[src/rtl/hack_control_unit.sv]
// hack_control_unit
//   Multi-cycle fetch/decode/execute controller for the Hack CPU. Owns the
//   A, D and PC registers plus the internal IR, MDR and R (latched ALU
//   result) registers. It sequences the instruction- and data-memory
//   handshakes and drives the operand/control inputs of an external ALU,
//   whose zr/ng flags decide conditional jumps.
//
// Ports
//   clk, rst                 clock, asynchronous active-high reset
//   run                      allow a new instruction fetch
//   imem_req/addr/ack/data   instruction read handshake (addr = PC)
//   dmem_req/we/addr/wdata   data memory request (addr = A, wdata = R)
//   dmem_ack/rdata           data memory completion / read data
//   alu_x, alu_y             ALU operands (D, and MDR or A)
//   alu_zx..alu_no           ALU control bits (IR[11:6] for C-instructions)
//   alu_out, alu_zr, alu_ng  ALU result and flags
//   pc_out                   current PC
//   instr_done               one-cycle pulse when an instruction retires
//
// Instruction flow
//   A-instr : FETCH -> DECODE
//   C-instr : FETCH -> DECODE -> [MEMRD] -> EXEC -> [MEMWR] -> COMMIT
module hack_control_unit #(
  parameter int          WIDTH    = 16,
  parameter int          AW       = 15,
  parameter int unsigned RESET_PC = 0
) (
  input  logic             clk,
  input  logic             rst,
  input  logic             run,
  output logic             imem_req,
  output logic [AW-1:0]    imem_addr,
  input  logic             imem_ack,
  input  logic [WIDTH-1:0] imem_data,
  output logic             dmem_req,
  output logic             dmem_we,
  output logic [AW-1:0]    dmem_addr,
  output logic [WIDTH-1:0] dmem_wdata,
  input  logic             dmem_ack,
  input  logic [WIDTH-1:0] dmem_rdata,
  output logic [WIDTH-1:0] alu_x,
  output logic [WIDTH-1:0] alu_y,
  output logic             alu_zx,
  output logic             alu_nx,
  output logic             alu_zy,
  output logic             alu_ny,
  output logic             alu_f,
  output logic             alu_no,
  input  logic [WIDTH-1:0] alu_out,
  input  logic             alu_zr,
  input  logic             alu_ng,
  output logic [AW-1:0]    pc_out,
  output logic             instr_done
);

  typedef enum logic [2:0] {
    S_FETCH,
    S_DECODE,
    S_MEMRD,
    S_EXEC,
    S_MEMWR,
    S_COMMIT
  } state_t;

  state_t           state_reg, state_next;
  logic [AW-1:0]    pc_reg, pc_next;
  logic [WIDTH-1:0] a_reg, a_next;
  logic [WIDTH-1:0] d_reg, d_next;
  logic [WIDTH-1:0] ir_reg, ir_next;
  logic [WIDTH-1:0] mdr_reg, mdr_next;
  logic [WIDTH-1:0] r_reg, r_next;
  logic             zr_reg, zr_next;
  logic             ng_reg, ng_next;
  // Set once a fetch request has been raised but not yet acknowledged, so a
  // later drop of run cannot withdraw a request that is already visible.
  logic             imem_pend_reg, imem_pend_next;
  logic             jump;

  always_ff @(posedge clk or posedge rst) begin
    if (rst) begin
      state_reg     <= S_FETCH;
      pc_reg        <= AW'(RESET_PC);
      a_reg         <= '0;
      d_reg         <= '0;
      ir_reg        <= '0;
      mdr_reg       <= '0;
      r_reg         <= '0;
      zr_reg        <= 1'b0;
      ng_reg        <= 1'b0;
      imem_pend_reg <= 1'b0;
    end else begin
      state_reg     <= state_next;
      pc_reg        <= pc_next;
      a_reg         <= a_next;
      d_reg         <= d_next;
      ir_reg        <= ir_next;
      mdr_reg       <= mdr_next;
      r_reg         <= r_next;
      zr_reg        <= zr_next;
      ng_reg        <= ng_next;
      imem_pend_reg <= imem_pend_next;
    end
  end

  // Jump condition from the flags latched in EXEC (j1 = NG, j2 = ZR, j3 = positive).
  assign jump = (ir_reg[2] & ng_reg) | (ir_reg[1] & zr_reg) | (ir_reg[0] & ~ng_reg & ~zr_reg);

  always_comb begin
    state_next     = state_reg;
    pc_next        = pc_reg;
    a_next         = a_reg;
    d_next         = d_reg;
    ir_next        = ir_reg;
    mdr_next       = mdr_reg;
    r_next         = r_reg;
    zr_next        = zr_reg;
    ng_next        = ng_reg;
    imem_pend_next = imem_pend_reg;
    imem_req       = 1'b0;
    dmem_req       = 1'b0;
    dmem_we        = 1'b0;
    instr_done     = 1'b0;

    case (state_reg)
      S_FETCH: begin
        imem_req = run | imem_pend_reg;
        if (imem_req) begin
          if (imem_ack) begin
            ir_next        = imem_data;
            imem_pend_next = 1'b0;
            state_next     = S_DECODE;
          end else begin
            imem_pend_next = 1'b1;
          end
        end
      end
      S_DECODE: begin
        if (!ir_reg[WIDTH-1]) begin
          // A-instruction: zero-extended immediate, IR[14:13] are part of it.
          a_next     = {{(WIDTH-AW){1'b0}}, ir_reg[AW-1:0]};
          pc_next    = pc_reg + AW'(1);
          instr_done = 1'b1;
          state_next = S_FETCH;
        end else if (ir_reg[12]) begin
          state_next = S_MEMRD;
        end else begin
          state_next = S_EXEC;
        end
      end
      S_MEMRD: begin
        dmem_req = 1'b1;
        if (dmem_ack) begin
          mdr_next   = dmem_rdata;
          state_next = S_EXEC;
        end
      end
      S_EXEC: begin
        r_next     = alu_out;
        zr_next    = alu_zr;
        ng_next    = alu_ng;
        state_next = ir_reg[3] ? S_MEMWR : S_COMMIT;
      end
      S_MEMWR: begin
        dmem_req = 1'b1;
        dmem_we  = 1'b1;
        if (dmem_ack) begin
          state_next = S_COMMIT;
        end
      end
      S_COMMIT: begin
        if (ir_reg[5]) a_next = r_reg;
        if (ir_reg[4]) d_next = r_reg;
        // a_reg still holds the pre-commit A, so an AJ-style instruction
        // jumps to the old address even when it also loads A.
        pc_next    = jump ? a_reg[AW-1:0] : pc_reg + AW'(1);
        instr_done = 1'b1;
        state_next = S_FETCH;
      end
      default: begin
        state_next = S_FETCH;
      end
    endcase
  end

  assign imem_addr  = pc_reg;
  assign pc_out     = pc_reg;
  assign dmem_addr  = a_reg[AW-1:0];
  assign dmem_wdata = r_reg;
  assign alu_x      = d_reg;
  assign alu_y      = ir_reg[12] ? mdr_reg : a_reg;
  assign {alu_zx, alu_nx, alu_zy, alu_ny, alu_f, alu_no} =
      ir_reg[WIDTH-1] ? ir_reg[11:6] : 6'b000000;

endmodule

[config.mk]
export PLATFORM = sky130hd
export DESIGN_NAME = hack_control_unit
export DESIGN_NICKNAME = d
export VERILOG_FILES = /design/src/rtl/hack_control_unit.sv
export SDC_FILE = /design/constraint.sdc
export NUM_CORES = 1
export LEC_CHECK = 0
export BUFFER_PORTS_ARGS = -buffer_cell sky130_fd_sc_hd__buf_2
export CAP_MARGIN = 20
export CORE_ASPECT_RATIO = 1.25
export CORE_UTILIZATION = 28
export CTS_BUF_LIST = sky130_fd_sc_hd__clkbuf_4
export CTS_CLUSTER_DIAMETER = 60
export DETAILED_ROUTE_END_ITERATION = 7
export PLACE_DENSITY = 0.48
export REMOVE_ABC_BUFFERS = 1
export SKIP_CTS_REPAIR_TIMING = 1
export SYNTH_ARGS = -nofsm -noshare
export SYNTH_HDL_FRONTEND = slang
export SYNTH_SLANG_ARGS = --single-unit
[constraint.sdc]
create_clock -name clk -period 6.8 [get_ports clk]
set_input_delay 0.68 -clock clk [delete_from_list [all_inputs] [get_ports clk]]
set_output_delay 0.68 -clock clk [all_outputs]
set_load 0.005 [all_outputs]
==> results by group, run 1 <==
Yosys
  • Total of flip-flops plus latches after synthesis: between 100 and 150
  • Cell count after synthesis: ~420
  • Synth Cell Area: 4960 um2
  • Seq/Total Area, Yosys: 0.509
  • Unique masters post-synth: 43
  • Async set-reset flop share out of synthesis: 1.00
  • Mean instance size in the synthesized netlist: 11.9 um2
  • Synth area leaders: sky130_fd_sc_hd__dfrtp_1 (51%), sky130_fd_sc_hd__mux2_2 (18%), sky130_fd_sc_hd__mux2i_1 (5.2%), sky130_fd_sc_hd__buf_4 (5.0%), sky130_fd_sc_hd__o21ai_0 (2.4%)
  • Cell type contributing the most total cell area after synthesis: sky130_fd_sc_hd__dfrtp_1
  • Post-synth EDFFs: 0
  • Ys Warns: 0
  • Count leader, synth: sky130_fd_sc_hd__dfrtp_1
  • Most frequent cells after synthesis: sky130_fd_sc_hd__dfrtp_1 (101), sky130_fd_sc_hd__mux2_2 (81), sky130_fd_sc_hd__buf_4 (33)
  • Most frequently used flop master after synthesis: sky130_fd_sc_hd__dfrtp_1
  • Post-synth top area share: 0.509

GRT
  • Number of global-route vias before repair: around 3600
  • Antenna violations before repair: 1
  • Met2 capacity usage during global routing: 0.249
  • Global-route wire length before repair: 20.1 mm
  • Global routing usage on met1: 0.183
  • Layer carrying the most global-route usage: met2
  • Pin count of the biggest net entering global routing: between 50 and 60
  • Grt met3 use: 0.0233
  • Overall Global Routing Usage: 0.147
  • Global route total overflow: 0

Floorplan
  • Count of pins on the block boundary: ~160
  • Die area: 18300 um2
  • Floorplan die width: 121 um
  • Number of placement rows: between 50 and 60
  • Floorplan core area: 17400 um2
  • Effective utilization at floorplan: 0.285
  • Die boundary height: 151 um

Drt
  • Remaining routing DRC violations: 0
  • Final antenna-violating net count: 0
  • Detailed Route WL: 12.9 mm
  • Detail-routed via count per cell: about 4.7
  • Average wire length per cell after detail routing: about 17 um
  • Count of TritonRoute iterations in the first routing pass: 4
  • Number of design-rule violations left by the first detailed-router iteration: ~150
  • Vias: 3607

Cells and area
  • Final Core Density: 0.338
  • Count of nets after finishing: 591
  • Count of non-filler cells in the finished layout: roughly 770
  • Ratio of cells with drive above 1 in the final layout: 0.498
  • Area delta synth->final: 18.8%

Clock network
  • Number of buffers created by CTS: 9
  • Root buf cell: sky130_fd_sc_hd__clkbuf_4
  • TritonCTS clock tree: built
  • Clock sinks: about 100
  • Htree depth: 3
  • Clock Path Buffers: 2
  • Register clock-pin slew on the reported worst setup and hold paths: 0.16 ns
  • Source-to-sink clock delay at the later pin of the worst-skew pair: between 0.4 and 0.5 ns

Critical path
  • Reg2Reg Launch Point: state_reg[0]
  • Critical path endpoint: instr_done
  • Req. time, crit path: 6.12 ns
  • Critical-path maximum fanout: 20
  • Critical path start-end classification: register to primary output
  • Worst setup path startpoint: state_reg[0]
  • Endpoint type of the worst setup path: primary output
  • Flop-to-flop setup slack: 4.23 ns
  • Worst R2R Path Depth: 3
  • Startpoint Class: register
  • Data arrival time at the worst-slack endpoint: 2.54 ns
  • Reg2Reg Capture Point: alu_x[13]

STA
  • Hold Violations, Final: 0
  • Total negative setup slack: 0 ns
  • F_max: 0.310 GHz
  • Final clock skew: 0.0188 ns
  • Final clock period utilization by the worst path: 0.474
  • Slew Viols, Final: 0
  • Actual transition at the worst max-transition pin: slightly below 1 ns
  • Unrepaired setup endpoints after global routing: no
  • Shortest clock period the worst path allows after layout: 3.22 ns
  • Headroom to the max-slew limit: 0.348
  • Worst hold slack: 0.220 ns
  • Final setup vio count: 0

Placement
  • Cell count after placement: 747
  • IO buf count: 157
  • Detailed placer's ending HPWL: 9.43 mm
  • GP Congestion: 0.792

Job
  • Maximum capacitance violations: 0

Power
  • Power density over the cells: ~430 nW/um2
  • Leak Pwr: 2.95 nW
  • Largest voltage drop on the vdd net: 0.180 mV

Min path
  • Min-Delay Path Class: primary input to asynchronous set/reset pin

Run status
  • Result of the run: completed
==> power by group <==
part	leakage, nW	switching (mW)	internal, mW
combinational	1.64	0.420	0.570
clock	0.0697	0.218	0.119
sequential	1.24	0.312	0.870
==> cells by family after synthesis <==
kind of cell,synth area share
buf+inv,0.0809
xor+xnor,0.00353
fa+ha+maj,0.00252
mux,0.236
flops,0.509
compound gates,0.0706
simple gates,0.0973
==> area by class of cell <==
type                       count  area (um2)
fill                        1795       11500
sequential                   101        2530
multi-input combinational    251        2040
timing repair buffer         163         871
tap                          224         280
clock buffer                  10        75.1
clock inverter                 6        70.1
inverter                       9        36.3
antenna                        1        2.50
==> how the worst min path moves through the flow <==
stage	start	to	slack [ns]	depth (start not counted)
floorplan	a_reg[15]	a_reg[15]	0.47	1
global placement	mdr_reg[7]	mdr_reg[7]	0.48	1
detailed placement	alu_x[1]	alu_x[1]	0.49	1
CTS	rst	imem_addr[13]	0.22	2
global route	rst	imem_addr[13]	0.25	2
finish	rst	imem_addr[13]	0.22	2
==> layout by cell type, fill, tap and decap left out, drive strengths merged <==
cell	synthesis	layout
a21oi	14	14
nand2	28	28
dfrtp	101	101
o22ai	2	2
buf	49	163
nand3	13	13
nor3	1	1
mux2	81	81
nand3b	4	4
a22oi	1	1
xnor2	1	1
and4	2	2
nand2b	3	3
a2bb2oi	10	10
clkbuf	6	10
mux2i	26	26
o211ai	1	1
o21ba	1	1
nand4	7	7
nor2	6	6
ha	1	1
o221a	1	1
a22o	1	1
and3	3	3
nor4	4	4
or3b	1	1
clkinvlp	0	3
or4b	1	1
nor2b	1	1
a21o	1	1
nand4b	1	1
and2	7	7
diode	0	1
bufinv	0	1
o21ai	24	24
or3	2	2
inv	9	11
xor2	1	1
or4	1	1
==> stage by stage <==
stage | instance area, um2 | setup WS [ns] | power, mW
CTS | 5870 | 3.48 | 2.56
global placement | 5700 | 3.98 | 2.18
global route | 5900 | 3.34 | 2.72
floorplan | 4600 | 3.47 | 1.68
finish | 5900 | 3.58 | 2.51
detailed placement | 5720 | 3.89 | 2.21
==> routing by layer <==
metal | share of wire | routed length, um
met3 | 0.038 | 494
met2 | 0.50 | 6430
met1 | 0.44 | 5730
met5 | 0 | 0
met4 | 0.022 | 291
==> critical path, cell delays in order, from the launching register on <==
cell and delay [ns]:
sky130_fd_sc_hd__dfrtp_1 0.65, sky130_fd_sc_hd__nor2b_1 0.48, sky130_fd_sc_hd__nand2_1 0.09, sky130_fd_sc_hd__buf_4 0.23, sky130_fd_sc_hd__inv_1 0.40, sky130_fd_sc_hd__buf_2 0.20
Power figures use the tool's default switching activity.
==> inputs of run 2 (changes only) <==
--- a/config.mk
+++ b/config.mk
@@ -12,7 +12,7 @@
 export CTS_BUF_LIST = sky130_fd_sc_hd__clkbuf_4
 export CTS_CLUSTER_DIAMETER = 60
 export DETAILED_ROUTE_END_ITERATION = 7
-export PLACE_DENSITY = 0.48
+export PLACE_DENSITY = 0.5
 export REMOVE_ABC_BUFFERS = 1
 export SKIP_CTS_REPAIR_TIMING = 1
 export SYNTH_ARGS = -nofsm -noshare
==> constraint.sdc (replaced) <==
create_clock -name clk -period 2.95 [get_ports clk]
set_input_delay 0.295 -clock clk [delete_from_list [all_inputs] [get_ports clk]]
set_output_delay 0.295 -clock clk [all_outputs]
set_load 0.005 [all_outputs]
==> run 2 against run 1 <==
  * Register-to-register slack got worse by 3.5 ns
  * Count of clock-buffer cells in the layout increased by 1
  * Wire length increased by 2.4%
  * Hold slack got worse by 0.18 ns
  * Combinational power increased by 140%
  * Non-clock buffer count increased by 8
  * Critical path type unchanged
==> results by group, run 2 (synthesis gave the netlist of run 1 again) <==
Critical path
  • Reg2Reg Launch Point: state_reg[0]
  • Endpoint type of the worst setup path: primary output
  • Peak per-stage delay on the critical path: 0.64 ns
  • Critical-path maximum fanout: 13
  • Data arrival time at the worst-slack endpoint: 2.41 ns
  • Slowest-stage cell, CP: sky130_fd_sc_hd__dfrtp_1
  • Req. time, crit path: 2.65 ns
  • Family of cells with the greatest summed delay on the critical path: simple AND/OR/NAND/NOR gates
  • CP cell instances: nor2b_1, nand2_1, clkinvlp_4, buf_2
  • Worst setup path startpoint: state_reg[0]
  • Critical path start-end classification: register to primary output
  • Startpoint Class: register
  • Worst path buffer plus inverter count: 2

Clock network
  • Clock Path Buffers: 2
  • Source-to-sink clock delay at the later pin of the worst-skew pair: about 0.47 ns
  • Register clock-pin slew on the reported worst setup and hold paths: 0.15 ns
  • Number of buffers created by CTS: 9
  • TritonCTS clock tree: built
  • Clock sinks: 101
  • Root buf cell: sky130_fd_sc_hd__clkbuf_4
  • Htree depth: 3

STA
  • Hold Violations, Final: 0
  • Worst hold slack: 0.0356 ns
  • F_max: 0.370 GHz
  • Actual transition at the worst max-transition pin: 0.606 ns
  • Total negative setup slack: 0 ns
  • Headroom to the max-slew limit: 0.596
  • Final clock period utilization by the worst path: 0.916
  • Shortest clock period the worst path allows after layout: 2.70 ns
  • Final setup vio count: 0
  • Slew Viols, Final: 0
  • Unrepaired setup endpoints after global routing: no
  • Final clock skew: 0.0124 ns

Drt
  • Final antenna-violating net count: 0
  • Number of design-rule violations left by the first detailed-router iteration: 153
  • Detail-routed via count per cell: 4.71
  • Count of TritonRoute iterations in the first routing pass: 4
  • Vias: 3633
  • Average wire length per cell after detail routing: 17.2 um
  • Detailed Route WL: 13.3 mm
  • Remaining routing DRC violations: 0

Cells and area
  • Area delta synth->final: 18.7%
  • Most frequent standard cell in the layout excluding fill and tap cells: sky130_fd_sc_hd__buf_2
  • Most frequent cells in the layout: sky130_fd_sc_hd__buf_2 (157), sky130_fd_sc_hd__dfrtp_1 (101), sky130_fd_sc_hd__mux2_2 (81)
  • Ratio of cells with drive above 1 in the final layout: 0.496
  • Count of nets after finishing: between 500 and 600
  • Count of non-filler cells in the finished layout: between 700 and 800
  • Final non-filler cell area: 5890 um2

Floorplan
  • Number of placement rows: 54
  • Die area: 18300 um2
  • Floorplan die width: 121 um
  • Effective utilization at floorplan: 0.285
  • Floorplan core area: 17400 um2
  • Die boundary height: 151 um
  • Count of pins on the block boundary: 158

GRT
  • Antenna violations before repair: 1
  • Pin count of the biggest net entering global routing: 58
  • Overall Global Routing Usage: 0.151
  • Global route total overflow: 0
  • Global-route wire length before repair: 20.5 mm
  • Number of global-route vias before repair: approximately 3600

Placement
  • Detailed placer's ending HPWL: 9.77 mm
  • Cell area after placement: approximately 5800 um2
  • IO buf count: around 160
  • Cell count after placement: 753
  • GP Congestion: 0.777

Power
  • Leak Pwr: 2.95 nW
  • Largest voltage drop on the vdd net: 0.432 mV
  • Power density over the cells: 961 nW/um2

Job
  • Maximum capacitance violations: 0

Min path
  • Launch point of the worst hold path: alu_out[14]
  • Min-Delay Path Class: primary input to register

Run status
  • Result of the run: completed
[run 2: cell count changes in the layout (fill, tap and decap cells not counted)]
cell and change:
sky130_fd_sc_hd__dlygate4sd3_1 +3, sky130_fd_sc_hd__buf_12 +1, sky130_fd_sc_hd__buf_4 +6, sky130_fd_sc_hd__bufinv_16 -1
sky130_fd_sc_hd__clkbuf_4 +1, sky130_fd_sc_hd__inv_1 -1, sky130_fd_sc_hd__clkinv_1 +2, sky130_fd_sc_hd__clkinvlp_4 -1
sky130_fd_sc_hd__buf_16 -2, sky130_fd_sc_hd__inv_6 -2
[run 2: worst register-to-register path, delay by kind of cell (launching register included)]
| family | cells | cell delay (ns) |
|---|---|---|
| compound gates | 1 | 0.13 |
| flops | 1 | 0.64 |
| simple gates | 3 | 1.38 |
[run 2: path summary, 6_finish.rpt]
kind / slack [ns] / cells after the start / endpoint
worst min-delay path: 0.04 / 2 / dmem_wdata[14]
worst min register to register: 0.52 / 1 / alu_x[1]
worst max-delay path: 0.25 / 4 / instr_done
min in group asynchronous: 0.43 / 3 / imem_addr[14]
max in group asynchronous: 1.81 / 4 / alu_x[2]
worst max register to register: 0.69 / 4 / imem_addr[14]
[run 2: metrics by stage]
step            util  setup slack, ns  total power, mW
2_1_floorplan      -          0.00787             3.87
3_3_place_gp   0.330            0.757             5.04
3_5_place_dp   0.330            0.673             5.12
4_1_cts        0.336           0.0857             5.77
5_1_grt        0.338           0.0429             6.13
6_report       0.338            0.248             5.66
[run 2: cell type report]
type,count,area (um2)
tap,224,280
clock inverter,3,15.0
timing repair buffer,171,911
multi-input combinational,251,2040
inverter,9,40.0
antenna,1,2.50
fill,1848,11500
sequential,101,2530
clock buffer,11,82.6
[run 2: layer usage]
layer / wire length, um / vias up / track usage
met2: 6960 / 99 / 0.260
met1: 5580 / 1821 / 0.186
li1: - / 1701 / -
met3: 475 / 12 / 0.0230
met4: 244 / 0 / 0.0698
met5: 0 / - / 0
[run 2: power breakdown]
part	switching (mW)	internal, mW	total [mW]
Clock	0.452	0.179	0.631
Combinational	1.03	1.32	2.35
Sequential	0.674	2.01	2.68
==> inputs of run 3 (changes only) <==
--- a/config.mk
+++ b/config.mk
@@ -7,7 +7,7 @@
 export LEC_CHECK = 0
 export BUFFER_PORTS_ARGS = -buffer_cell sky130_fd_sc_hd__buf_2
 export CAP_MARGIN = 20
-export CORE_ASPECT_RATIO = 1.25
+export CORE_ASPECT_RATIO = 0.6
 export CORE_UTILIZATION = 28
 export CTS_BUF_LIST = sky130_fd_sc_hd__clkbuf_4
 export CTS_CLUSTER_DIAMETER = 60
==> run 3 against run 2 <==
  * Critical path type unchanged
  * Largest cell class unchanged
  * Utilization is 0.68 points higher
  * Global-route usage up 0.39 points
  * Critical endpoint unchanged
  * Clock skew down 0.00089 ns
==> results by group, run 3 (synthesis gave the netlist of run 1 again) <==
Run status
  • Result of the run: completed

Power
  • Largest voltage drop on the vdd net: 0.328 mV
  • Net switching share of the total power: 0.376
  • Power Internal: 3.67 mW
  • Part of the power in the clock network: 0.136
  • Net switching power: 2.21 mW
  • Power density over the cells: a little under 1000 nW/um2
  • Leak Pwr: 2.98 nW
  • Part of the power in registers: 0.453
  • Logic pwr share: 0.411

Critical path
  • Reg2Reg Capture Point: imem_addr[14]
  • Req. time, crit path: 2.65 ns
  • Endpoint type of the worst setup path: primary output
  • Critical-path maximum fanout: 17
  • Data arrival time at the worst-slack endpoint: approximately 2.2 ns
  • Critical path start-end classification: register to primary output
  • Startpoint Class: register
  • Flop-to-flop setup slack: 0.79 ns
  • Worst R2R Path Depth: 5
  • Reg2Reg Launch Point: state_reg[2]

STA
  • Final Worst Setup Slack: 0.417 ns
  • Slew Viols, Final: 0
  • Headroom to the max-slew limit: 0.403
  • Final clock skew: 0.0115 ns
  • Actual transition at the worst max-transition pin: around 0.90 ns
  • Final clock period utilization by the worst path: 0.858
  • Final setup vio count: 0
  • Unrepaired setup endpoints after global routing: no
  • Hold Violations, Final: 0
  • Shortest clock period the worst path allows after layout: 2.53 ns
  • Total negative setup slack: 0 ns
  • F_max: 0.395 GHz

Drt
  • Average wire length per cell after detail routing: around 18 um
  • Vias: 3659
  • Detailed Route WL: 13.8 mm
  • Count of TritonRoute iterations in the first routing pass: 4
  • Remaining routing DRC violations: 0
  • Detail-routed via count per cell: between 4 and 5
  • Final antenna-violating net count: 0
  • Number of design-rule violations left by the first detailed-router iteration: 129

Clock network
  • Register clock-pin slew on the reported worst setup and hold paths: 0.16 ns
  • Htree depth: 3
  • Clock sinks: approximately 100
  • Root buf cell: sky130_fd_sc_hd__clkbuf_4
  • TritonCTS clock tree: built
  • Clock Path Buffers: 2
  • Number of buffers created by CTS: 9
  • Source-to-sink clock delay at the later pin of the worst-skew pair: 0.45 ns

Cells and area
  • Count of nets after finishing: 599
  • Count of non-filler cells in the finished layout: 780
  • Area delta synth->final: 19.7%
  • Most frequent cells in the layout: sky130_fd_sc_hd__buf_2 (157), sky130_fd_sc_hd__dfrtp_1 (101), sky130_fd_sc_hd__mux2_2 (81)
  • Antenna diode count: 0
  • Number of fillers in the final layout: 1795
  • Most frequent standard cell in the layout excluding fill and tap cells: sky130_fd_sc_hd__buf_2
  • Ratio of cells with drive above 1 in the final layout: 0.504

GRT
  • Number of global-route vias before repair: ~3700
  • Pin count of the biggest net entering global routing: 68
  • Overall Global Routing Usage: 0.155
  • Antenna violations before repair: 0
  • Global route total overflow: 0
  • Global-route wire length before repair: 21.4 mm

Floorplan
  • Effective utilization at floorplan: 0.288
  • Number of placement rows: 37
  • Die boundary height: 105 um
  • Count of pins on the block boundary: 158
  • Die area: 18300 um2
  • Floorplan core area: 17200 um2
  • Floorplan die width: 174 um

Placement
  • Detailed placer's ending HPWL: approximately 10 mm
  • IO buf count: about 160
  • Cell count after placement: 766
  • Dpl ws: 0.821 ns
  • GP Congestion: 0.772

Min path
  • Min-Delay Path Class: primary input to asynchronous set/reset pin

Job
  • Maximum capacitance violations: 0
-- run 3: cell types whose count changed in the layout (fill, tap and decap cells not counted) --
cell                            previous run  this run
sky130_fd_sc_hd__diode_2                   1         0
sky130_fd_sc_hd__clkinv_1                  2         0
sky130_fd_sc_hd__dlygate4sd3_1             3         0
sky130_fd_sc_hd__buf_4                    10        13
sky130_fd_sc_hd__clkinvlp_4                2         1
sky130_fd_sc_hd__bufinv_16                 0         2
sky130_fd_sc_hd__clkinv_2                  0         2
sky130_fd_sc_hd__inv_1                     6         7
sky130_fd_sc_hd__clkbuf_4                 11         9
-- run 3: worst max-delay path, cell delays in order, from the launching register on --
cell,delay [ns]
sky130_fd_sc_hd__dfrtp_1,0.77
sky130_fd_sc_hd__nand2b_1,0.24
sky130_fd_sc_hd__nand2_1,0.18
sky130_fd_sc_hd__inv_1,0.39
sky130_fd_sc_hd__buf_2,0.21
-- run 3: worst max-delay path by stage --
stage	startpoint	to	slack, ns	depth (start not counted)
finish	state_reg[2]	instr_done	0.42	4
global route	state_reg[2]	instr_done	0.20	4
CTS	state_reg[2]	instr_done	0.37	4
detailed placement	state_reg[0]	imem_addr[14]	0.82	6
global placement	state_reg[0]	imem_addr[14]	0.87	6
floorplan	rst	a_reg[0]	0.008	1
-- run 3: per-layer routing --
metal / GRT usage / wire length [um]
met3: 0.0462 / 1000
met2: 0.232 / 5830
met4: 0.0338 / 107
met1: 0.219 / 6880
met5: 0 / 0
-- run 3: area by class of cell --
class / count / area, um2 / area share
flip-flops and latches: 101 / 2530 / 0.425
multi-input cells: 251 / 2040 / 0.343
repair buffers: 171 / 903 / 0.152
well taps: 234 / 293 / 0.0493
clock inverters: 5 / 77.6 / 0.0131
clock buffers: 9 / 67.6 / 0.0114
inverters: 9 / 36.3 / 0.00611
-- run 3: power by group through the flow --
| stage | Sequential (mW) | Clock (mW) | Combinational (mW) |
|---|---|---|---|
| floorplan | 2.56 | 0 | 1.30 |
| global placement | 2.67 | 0 | 2.41 |
| detailed placement | 2.71 | 0 | 2.44 |
| CTS | 2.69 | 0.843 | 2.45 |
| global route | 2.78 | 0.885 | 2.68 |
| finish | 2.67 | 0.798 | 2.42 |
-- run 3: per-stage QoR --
stage	hold slack [ns]	power, mW	utilization	cell area [um2]
2_1_floorplan	0.446	3.87	-	4600
3_3_place_gp	0.482	5.08	0.337	5800
3_5_place_dp	0.489	5.16	0.337	5800
4_1_cts	0.0129	5.98	0.345	5940
5_1_grt	0.0193	6.35	0.345	5940
6_report	0.00125	5.88	0.345	5940
